**src/rtl/hdmi_link_sequencer.sv**
```systemverilog
// Power-up and recovery sequencer for the dual HDMI output paths (sys_clk domain).
// Qualifies PLL lock, releases the clock dividers and HDMI cores, then watches per-channel heartbeats.
module hdmi_link_sequencer #(
  parameter int LOCK_STABLE_CYCLES = 1024,
  parameter int DIV_SETTLE_CYCLES  = 64,
  parameter int HB_TIMEOUT         = 4096,
  parameter int BACKOFF_CYCLES     = 256,
  parameter int MAX_RETRIES        = 3
) (
  input  logic       sys_clk,
  input  logic       rst_n,
  input  logic       enable,
  input  logic       pll_lock,
  input  logic       hb_tx,
  input  logic       hb_rx,
  output logic       div_resetn,
  output logic       hdmi_reset_tx,
  output logic       hdmi_reset_rx,
  output logic       ready,
  output logic       fault,
  output logic [1:0] fault_cause,
  output logic [2:0] retry_cnt,
  output logic [2:0] state
);

  localparam int MAX_A = (LOCK_STABLE_CYCLES > DIV_SETTLE_CYCLES) ? LOCK_STABLE_CYCLES : DIV_SETTLE_CYCLES;
  localparam int MAX_B = (HB_TIMEOUT > BACKOFF_CYCLES) ? HB_TIMEOUT : BACKOFF_CYCLES;
  localparam int MAX_C = (MAX_A > MAX_B) ? MAX_A : MAX_B;
  localparam int CW    = $clog2(MAX_C) + 1;

  localparam logic [CW-1:0] ZERO         = {CW{1'b0}};
  localparam logic [CW-1:0] LOCK_LAST    = CW'(LOCK_STABLE_CYCLES - 1);
  localparam logic [CW-1:0] SETTLE_LAST  = CW'(DIV_SETTLE_CYCLES - 1);
  localparam logic [CW-1:0] HB_LAST      = CW'(HB_TIMEOUT - 1);
  localparam logic [CW-1:0] BACKOFF_LAST = CW'(BACKOFF_CYCLES - 1);
  localparam logic [2:0]    MAX_R        = 3'(MAX_RETRIES);

  typedef enum logic [2:0] {
    IDLE       = 3'd0,
    WAIT_LOCK  = 3'd1,
    DIV_SETTLE = 3'd2,
    ARM        = 3'd3,
    RUN        = 3'd4,
    FAULT      = 3'd5,
    LOCKOUT    = 3'd6
  } state_t;

  function automatic logic [CW-1:0] sat_inc(input logic [CW-1:0] v);
    return (v == {CW{1'b1}}) ? v : v + CW'(1);
  endfunction

  state_t        cur_state, nxt_state;
  logic [CW-1:0] cnt, cnt_nxt, wd_tx, wd_tx_nxt, wd_rx, wd_rx_nxt;
  logic          seen_tx, seen_tx_nxt, seen_rx, seen_rx_nxt;
  logic [1:0]    cause_nxt, fault_code;
  logic [2:0]    retry_nxt;
  logic          fault_now, state_chg;
  logic [1:0]    lock_sync;
  logic [2:0]    tx_sync, rx_sync;
  logic          lock_s, tx_edge, rx_edge, tx_stall, rx_stall;

  assign lock_s   = lock_sync[1];
  assign tx_edge  = tx_sync[1] ^ tx_sync[2];
  assign rx_edge  = rx_sync[1] ^ rx_sync[2];
  assign tx_stall = (wd_tx == HB_LAST) && !tx_edge;
  assign rx_stall = (wd_rx == HB_LAST) && !rx_edge;
  assign state    = cur_state;

  // Metastability synchronizers for the asynchronous lock and heartbeat inputs.
  always_ff @(posedge sys_clk or negedge rst_n) begin
    if (!rst_n) begin
      lock_sync <= 2'b00;
      tx_sync   <= 3'b000;
      rx_sync   <= 3'b000;
    end else begin
      lock_sync <= {lock_sync[0], pll_lock};
      tx_sync   <= {tx_sync[1:0], hb_tx};
      rx_sync   <= {rx_sync[1:0], hb_rx};
    end
  end

  // Next-state, counter and fault bookkeeping.
  always_comb begin
    nxt_state   = cur_state;
    cnt_nxt     = sat_inc(cnt);
    wd_tx_nxt   = tx_edge ? ZERO : sat_inc(wd_tx);
    wd_rx_nxt   = rx_edge ? ZERO : sat_inc(wd_rx);
    seen_tx_nxt = seen_tx | tx_edge;
    seen_rx_nxt = seen_rx | rx_edge;
    cause_nxt   = fault_cause;
    retry_nxt   = retry_cnt;
    fault_now   = 1'b0;
    fault_code  = 2'b00;
    if (!enable) begin
      nxt_state = IDLE;
      cause_nxt = 2'b00;
      retry_nxt = 3'b000;
    end else begin
      case (cur_state)
        IDLE: begin
          nxt_state = WAIT_LOCK;
          cause_nxt = 2'b00;
          retry_nxt = 3'b000;
        end
        WAIT_LOCK: begin
          if (!lock_s) cnt_nxt = ZERO;
          else if (cnt == LOCK_LAST) nxt_state = DIV_SETTLE;
          else nxt_state = WAIT_LOCK;
        end
        DIV_SETTLE: begin
          if (!lock_s) begin
            fault_now  = 1'b1;
            fault_code = 2'b01;
          end else if (cnt == SETTLE_LAST) nxt_state = ARM;
          else nxt_state = DIV_SETTLE;
        end
        ARM, RUN: begin
          // Lock loss outranks tx stall, which outranks rx stall.
          if (!lock_s) begin
            fault_now  = 1'b1;
            fault_code = 2'b01;
          end else if (tx_stall) begin
            fault_now  = 1'b1;
            fault_code = 2'b10;
          end else if (rx_stall) begin
            fault_now  = 1'b1;
            fault_code = 2'b11;
          end else if ((cur_state == ARM) && seen_tx_nxt && seen_rx_nxt) nxt_state = RUN;
          else nxt_state = cur_state;
        end
        FAULT: begin
          if (cnt == BACKOFF_LAST) nxt_state = (retry_cnt >= MAX_R) ? LOCKOUT : WAIT_LOCK;
          else nxt_state = FAULT;
        end
        LOCKOUT: nxt_state = LOCKOUT;
        default: nxt_state = IDLE;
      endcase
    end
    nxt_state = fault_now ? FAULT : nxt_state;
    cause_nxt = fault_now ? fault_code : cause_nxt;
    retry_nxt = fault_now ? ((retry_cnt == 3'd7) ? 3'd7 : retry_cnt + 3'd1) : retry_nxt;
    // Every state entry starts all timers and seen flags afresh.
    state_chg   = (nxt_state != cur_state);
    cnt_nxt     = state_chg ? ZERO : cnt_nxt;
    wd_tx_nxt   = state_chg ? ZERO : wd_tx_nxt;
    wd_rx_nxt   = state_chg ? ZERO : wd_rx_nxt;
    seen_tx_nxt = state_chg ? 1'b0 : seen_tx_nxt;
    seen_rx_nxt = state_chg ? 1'b0 : seen_rx_nxt;
  end

  // State, counters and registered outputs derived from the next state.
  always_ff @(posedge sys_clk or negedge rst_n) begin
    if (!rst_n) begin
      cur_state     <= IDLE;
      cnt           <= ZERO;
      wd_tx         <= ZERO;
      wd_rx         <= ZERO;
      seen_tx       <= 1'b0;
      seen_rx       <= 1'b0;
      div_resetn    <= 1'b0;
      hdmi_reset_tx <= 1'b1;
      hdmi_reset_rx <= 1'b1;
      ready         <= 1'b0;
      fault         <= 1'b0;
      fault_cause   <= 2'b00;
      retry_cnt     <= 3'b000;
    end else begin
      cur_state     <= nxt_state;
      cnt           <= cnt_nxt;
      wd_tx         <= wd_tx_nxt;
      wd_rx         <= wd_rx_nxt;
      seen_tx       <= seen_tx_nxt;
      seen_rx       <= seen_rx_nxt;
      div_resetn    <= (nxt_state == DIV_SETTLE) || (nxt_state == ARM) || (nxt_state == RUN);
      hdmi_reset_tx <= !((nxt_state == ARM) || (nxt_state == RUN));
      hdmi_reset_rx <= !((nxt_state == ARM) || (nxt_state == RUN));
      ready         <= (nxt_state == RUN);
      fault         <= (nxt_state == LOCKOUT);
      fault_cause   <= cause_nxt;
      retry_cnt     <= retry_nxt;
    end
  end

endmodule

```
**config.mk**
```make
export PLATFORM = sky130hd
export DESIGN_NAME = hdmi_link_sequencer
export DESIGN_NICKNAME = d
export VERILOG_FILES = /design/src/rtl/hdmi_link_sequencer.sv
export SDC_FILE = /design/constraint.sdc
export NUM_CORES = 1
export LEC_CHECK = 0
export ABC_AREA = 1
export CAP_MARGIN = 30
export CORE_MARGIN = 1
export CORE_UTILIZATION = 54
export DETAILED_ROUTE_END_ITERATION = 16
export PLACE_DENSITY = 0.76
export SLEW_MARGIN = 10
export SYNTH_ARGS = -nofsm -noshare
export SYNTH_HDL_FRONTEND = slang
export SYNTH_SLANG_ARGS = --single-unit
```
**constraint.sdc**
```tcl
create_clock -name sys_clk -period 2 [get_ports sys_clk]
set_input_delay 0.4 -clock sys_clk [delete_from_list [all_inputs] [get_ports sys_clk]]
set_output_delay 0.4 -clock sys_clk [all_outputs]
set_load 0.05 [all_outputs]
```
Word-level counts from Yosys, hierarchy flattened. Index checks and enable logic that the tools add are counted.

Bits in registers: 61. Bits of input ports: 6. Output and inout bits: 13. Word-level logic and storage cells: 104.

Add/subtract/negate cells: 4. $lt $le $gt $ge: 1. Eq/ne operators: 23. Muxes and demuxes: 45. Bitwise gates (word level): 4. Reduce and logical (&&, ||, !) cells: 12.

Operators by type and width (number): 13-bit 2-to-1 mux (11); 3-bit 2-to-1 mux (14); 13-bit by 1-bit adder with 13-bit output (second input constant) (3); 13-bit equality test (second input constant) (3); 13-bit by 12-bit equality test with 1-bit output (second input constant) (2); 3-bit equality test (second input constant) (6); 3-bit one-hot mux with 6 select lines (1); 2-bit 2-to-1 mux (8); 13-bit by 10-bit equality test with 1-bit output (second input constant) (1); 13-bit by 6-bit equality test with 1-bit output (second input constant) (1); 13-bit by 8-bit equality test with 1-bit output (second input constant) (1); 3-bit by 2-bit equality test with 1-bit output (second input constant) (4); 1-bit 2-to-1 mux (9); 3-bit inequality test (second input constant) (2); 1-bit logical AND (4); 2-bit one-hot mux with 2 select lines (1); 3-bit by 1-bit adder with 3-bit output (second input constant) (1); 3-bit by 1-bit equality test with 1-bit output (second input constant) (1); 3-bit by 2-bit greater-or-equal comparator with 1-bit output (second input constant) (1); 1-bit zero test (3); 3-bit zero test (1); 1-bit logical OR (3); 3-bit by 1-bit inequality test with 1-bit output (second input constant) (1); 3-bit inequality test (1); other kinds (4) (6).

Depth between registers and ports, before layout.
Depth after elaboration: 14. Mapped depth: 17. Depth with buffers taken out: 16.

Worst setup path after synthesis. Ideal clock, no wire load.

Path type: register to register. Start point: register retry_cnt[0]. End point: register wd_rx[3]. Library setup time: 0.068 ns. Arrival: 2.219 ns. Data required time: 1.932 ns. Setup slack: -0.288 ns. Cell stages (with the launch flop): 15. Buffers on the path: 1. Period minus slack after synthesis: 2.288 ns. Path through: dfrtp_1 -> ha_1 -> nor2_1 -> o21ai_0 -> nand3b_1 -> a21oi_1 -> nand2_1 -> nand2_2 -> nand2_4 -> nand2_2 -> nand2_4 -> nor2_8 -> nand3_4 -> buf_6 -> nor2_4.

Word-level cells in the longest chain between the ends: 8. Elaborated cells on any way between the ends: 9. Classes of those cells: order compare (1); eq/ne (2); mux (6).

Ends and longest elaborated chain: start: declaration (line 22) `output logic [2:0] retry_cnt,`; start signal: assignment (line 180) `retry_cnt <= retry_nxt;`; 3-bit by 2-bit greater-or-equal comparator with 1-bit output * (line 132) `if (cnt == BACKOFF_LAST) nxt_state = (retry_cnt >= MAX_R) ? LOCKOUT : WAIT_LOCK;`; 3-bit 2-to-1 mux * (2 in a row) (line 132); 3-bit one-hot mux with 6 select lines * (line 99) `case (cur_state)`; 3-bit 2-to-1 mux * (line 94) `if (!enable) begin`; 3-bit 2-to-1 mux * (line 139) `nxt_state = fault_now ? FAULT : nxt_state;`; named net nxt_state[2] (line 52) `state_t cur_state, nxt_state;`; 3-bit inequality test * (line 143) `state_chg = (nxt_state != cur_state);`; 3-bit inequality test (no source line) or 13-bit 2-to-1 mux (tied branches); end signal: assignment (line 171) `wd_rx <= wd_rx_nxt;`; end: declaration (line 53) `logic [CW-1:0] cnt, cnt_nxt, wd_tx, wd_tx_nxt, wd_rx, wd_rx_nxt;`.

Mark *: on every way through the listed nets, which the timed path passes. The rest lies on a longest branch. A chain may end at the register's enable or synchronous reset.

Final worst setup path.
Start point: register wd_rx[1]. End point: register wd_rx[12].

Word-level cells in the longest chain between the ends: 10. Elaborated cells on any way between the ends: 20. Classes of those cells: add/sub (1); eq/ne (4); mux (14); reduce/logical (1).

Ends and longest elaborated chain: 13-bit by 12-bit equality test with 1-bit output (line 66) `assign rx_stall = (wd_rx == HB_LAST) && !rx_edge;`; 1-bit logical AND (line 66); 3-bit 2-to-1 mux or 1-bit 2-to-1 mux (tied branches) (line 125) `end else if (rx_stall) begin`; 3-bit 2-to-1 mux or 1-bit 2-to-1 mux (tied branches) (line 122) `end else if (tx_stall) begin`; 3-bit 2-to-1 mux or 1-bit 2-to-1 mux (tied branches) (line 119) `if (!lock_s) begin`; 3-bit one-hot mux with 6 select lines or 1-bit one-hot mux with 2 select lines (tied branches) (line 99); 3-bit 2-to-1 mux or 1-bit 2-to-1 mux (tied branches) (line 94); 3-bit 2-to-1 mux (line 139); 3-bit inequality test (line 143); 3-bit inequality test (no source line) or 13-bit 2-to-1 mux (tied branches).

Parallel ways exist; a longest one is shown, timed or not. The select of a mux whose other input is x is not followed.

==> results by group <==
Timing
  – Transition time at the pin with the least slew margin: 0.4961 ns
  – Clock Skews: 0.01210 ns
  – Setup repair after global routing missed its margin: true
  – Peak Freq: 468.9 MHz
  – Relative slew slack: 66.82%
  – Hold violation count in the final report: 0
  – Period utilisation layout: 106.6%
  – Final setup fails: 41
  – Tmin final: 2.133 ns
  – Slack of the critical path: -0.1328 ns
  – Fin. max-slew vios: 0

Floorplan
  – Chip width: 81.99 um
  – Height of the chip: 81.99 um
  – Total core area: 6061 um2
  – Count of pins on the block boundary: 19
  – Number of rows created at floorplan: 28
  – Die Outline Area: 6722 um2
  – Initial cell density of the core: 57.00%

Power and ir drop
  – P per Cell Area: 631.6 nW/um2
  – PnR Total Power: 2.887 mW
  – Leakage dissipation: 2.106 nW
  – Maximum VDD drop: 0.6209 mV

Placed design
  – HPWL after DPL: 5538 um
  – Placer congestion estimate: 0.9194
  – PortBufs: 18

Clocking
  – Sink count of the clock tree: 61
  – CTS Buf Count: 9
  – Cell at the root of the clock tree: sky130_fd_sc_hd__clkbuf_8
  – Count of H-tree levels built during CTS: 3
  – Largest buffer count on any clock path: 2
  – Register clock-pin slew on the reported worst setup and hold paths: 0.06 ns
  – Source-to-sink clock delay at the later pin of the worst-skew pair: 0.35 ns
  – CTS tree: built

Global route
  – Number of global-route vias before repair: 2901
  – Wire length of the first global-routing pass: 12590 um
  – Initial antenna violation count: 0
  – Fraction of met3 tracks used by global routing: 6.889%
  – Met1 usage: 30.18%
  – Overall global routing resource usage: 25.47%
  – GR Overflow Total: 0
  – Grt met2 use: 43.64%
  – Busiest layer in global routing: met2
  – Maximum number of pins on one net before global-route repair: 44

Critical path
  – Capturing element type of the critical path: flop
  – Slowest stage cell, crit path: sky130_fd_sc_hd__dfrtp_1
  – Critical path data required time: 2.28 ns
  – Largest stage delay on the critical path: 0.36 ns
  – Reg-to-reg setup timing slack: -0.13 ns
  – Cells along the critical path: ha_2 > inv_1 > nor2_1 > nand2_1 > nor2_2 > nand2_2 > nand4_1 > nand2_1 > nand2_2 > nand2_2 > nand2_2 > nand2_4 > nor2_8 > nand3_4 > buf_12 > nor2_4
  – Largest fanout on the critical path: 8
  – Setup CP Type: reg -> reg
  – Critical path launch point type: flop
  – Top cell by count, worst path: sky130_fd_sc_hd__nand2_2
  – Arrival @ worst endpoint: 2.41 ns

Routing
  – Via-to-Cell Ratio: 5.205
  – WL per Instance: 13.34 um
  – Router iterations before antenna repair: 5
  – Residual DRC count: 0
  – First-iteration detailed-routing DRC count: 182
  – Antenna Nets Post-Route: 0
  – Total via count in the routed design: 3040
  – Total wire length: 7789 um

Synthesis
  – Syn Inst Count: 417
  – Mapped Nets: 427
  – Dominant cell by count in the synthesized netlist: sky130_fd_sc_hd__nand2_1
  – Total standard cell area after synthesis: 3455 um2
  – Number of enable-type register cells in the synthesized netlist: 0
  – Biggest area consumer among synthesized cells: sky130_fd_sc_hd__dfrtp_1
  – Fraction of post-synthesis cell area in the top cell type by area: 43.46%
  – List of most frequent post-synthesis cells: sky130_fd_sc_hd__nand2_1, sky130_fd_sc_hd__nor2_1, sky130_fd_sc_hd__dfrtp_1
  – Number of flip-flops and latches in the synthesized netlist: 61
  – Synth warn: 0
  – Avg Synthesized Cell Area: 8.284 um2
  – Synth async-reset ratio: 100.0%
  – Count of cell types in the netlist: 34
  – Cells taking the most area after synthesis: sky130_fd_sc_hd__dfrtp_1, sky130_fd_sc_hd__nand2_1, sky130_fd_sc_hd__nor2_4, sky130_fd_sc_hd__nor2_1, sky130_fd_sc_hd__inv_1
  – Dominant synthesized flop cell: sky130_fd_sc_hd__dfrtp_1
  – Sequential-to-total area share from yosys stat: 44.22%

Outcome
  – Failing checks: negative setup slack
  – Result of the run: finished, violations left

Final layout
  – Area delta synth->final: 32.34%
  – Utilization after layout: 75.43%
  – Antenna diodes: 0
  – Share of cells above drive strength 1: 33.79%
  – Layout Nets: 514

Run
  – Maxcap violations: 0

Min path
  – Class of the worst hold path: reg -> reg
-- registers in the layout, summed over array words and instances, names as in the netlist, 2 cells and up --
name and count:
cnt 13, wd_rx 13, retry_cnt 3, state 3
wd_tx 13, tx_sync 3, lock_sync 2, rx_sync 3
fault_cause 2
-- stage by stage --
| stage | hold slack (ns) | TNS [ns] | cell area (um2) | worst slack [ns] | cells |
|---|---|---|---|---|---|
| global placement | 0.3339 | -1.904 | 4178 | -0.08950 | 562 |
| CTS | 0.3492 | -3.108 | 4478 | -0.1156 | 581 |
| finish | 0.3473 | -3.580 | 4572 | -0.1328 | 584 |
| floorplan | 0.1044 | -0.9463 | 3500 | -0.04948 | 417 |
| global route | 0.3558 | -8.861 | 4572 | -0.2707 | 584 |
| detailed placement | 0.3347 | -5.918 | 4178 | -0.1905 | 562 |
-- worst paths after layout --
path	startpoint	end	cells past startpoint
worst max-delay path	wd_rx[1]	wd_rx[12]	16
worst min-delay path	rx_sync[0]	rx_sync[1]	0
worst max register to register	wd_rx[1]	wd_rx[12]	16
worst min register to register	rx_sync[0]	rx_sync[1]	0
max in group asynchronous	rst_n	wd_tx[7]	3
min in group asynchronous	rst_n	fault_cause[0]	2
-- worst max-delay path, delay by kind of cell, from the launching register on --
kind	cells	cell delay, ns
fa+ha+maj	1	0.19
flops	1	0.36
simple gates	13	1.31
buf+inv	2	0.22
-- cell type report --
cell class	instances	area [um2]
Inverter	60	225.2
Multi-Input combinational cell	291	1795
Timing Repair Buffer	81	698.2
Clock buffer	12	155.1
Fill cell	408	1489
Sequential cell	61	1534
Clock inverter	4	70.07
Tap cell	75	93.84
-- routing by layer --
layer / wire, um / vias up / part of all wire (%)
met5: 0 / - / 0
met4: 198 / 0 / 2.5
met3: 392 / 24 / 5.0
met2: 3899 / 102 / 50
met1: 3299 / 1427 / 42
li1: - / 1487 / -
-- power breakdown --
group	total [mW]	switching (mW)	internal [mW]
Clock	1.25	0.486	0.766
Combinational	0.348	0.200	0.148
Sequential	1.29	0.0205	1.27
-- layout by cell type, fill, tap and decap left out, drive strengths merged, types with 9 or more instances in the layout --
cell type / n
nor2: 92
inv: 60
clkdlybuf4s50: 9
nand2: 94
buf: 70
nand3: 28
o21ai: 18
nand4: 10
clkbuf: 12
dfrtp: 60
-- logic make-up (layout without fill, tap and decap cells) --
logic type / Yosys count / count (layout) / synth area share, %
buffers and inverters: 65 / 157 / 7.678
XOR/XNOR: 14 / 14 / 3.550
AO/OA/AOI/OAI: 34 / 34 / 5.505
AND/OR/NAND/NOR: 237 / 237 / 37.02
multiplexers: 2 / 2 / 0.5795
flip-flops: 61 / 61 / 44.22
adder cells (fa/ha/maj): 4 / 4 / 1.449
-- repair_timing --
item                       CTS  global route
buffers inserted             2             3
hold buffers                 1             0
hold endpoints to repair     5             0
pin swaps                    8            15
gates resized for setup     13            22
setup endpoints to repair   42            46
Power figures use the tool's default switching activity.
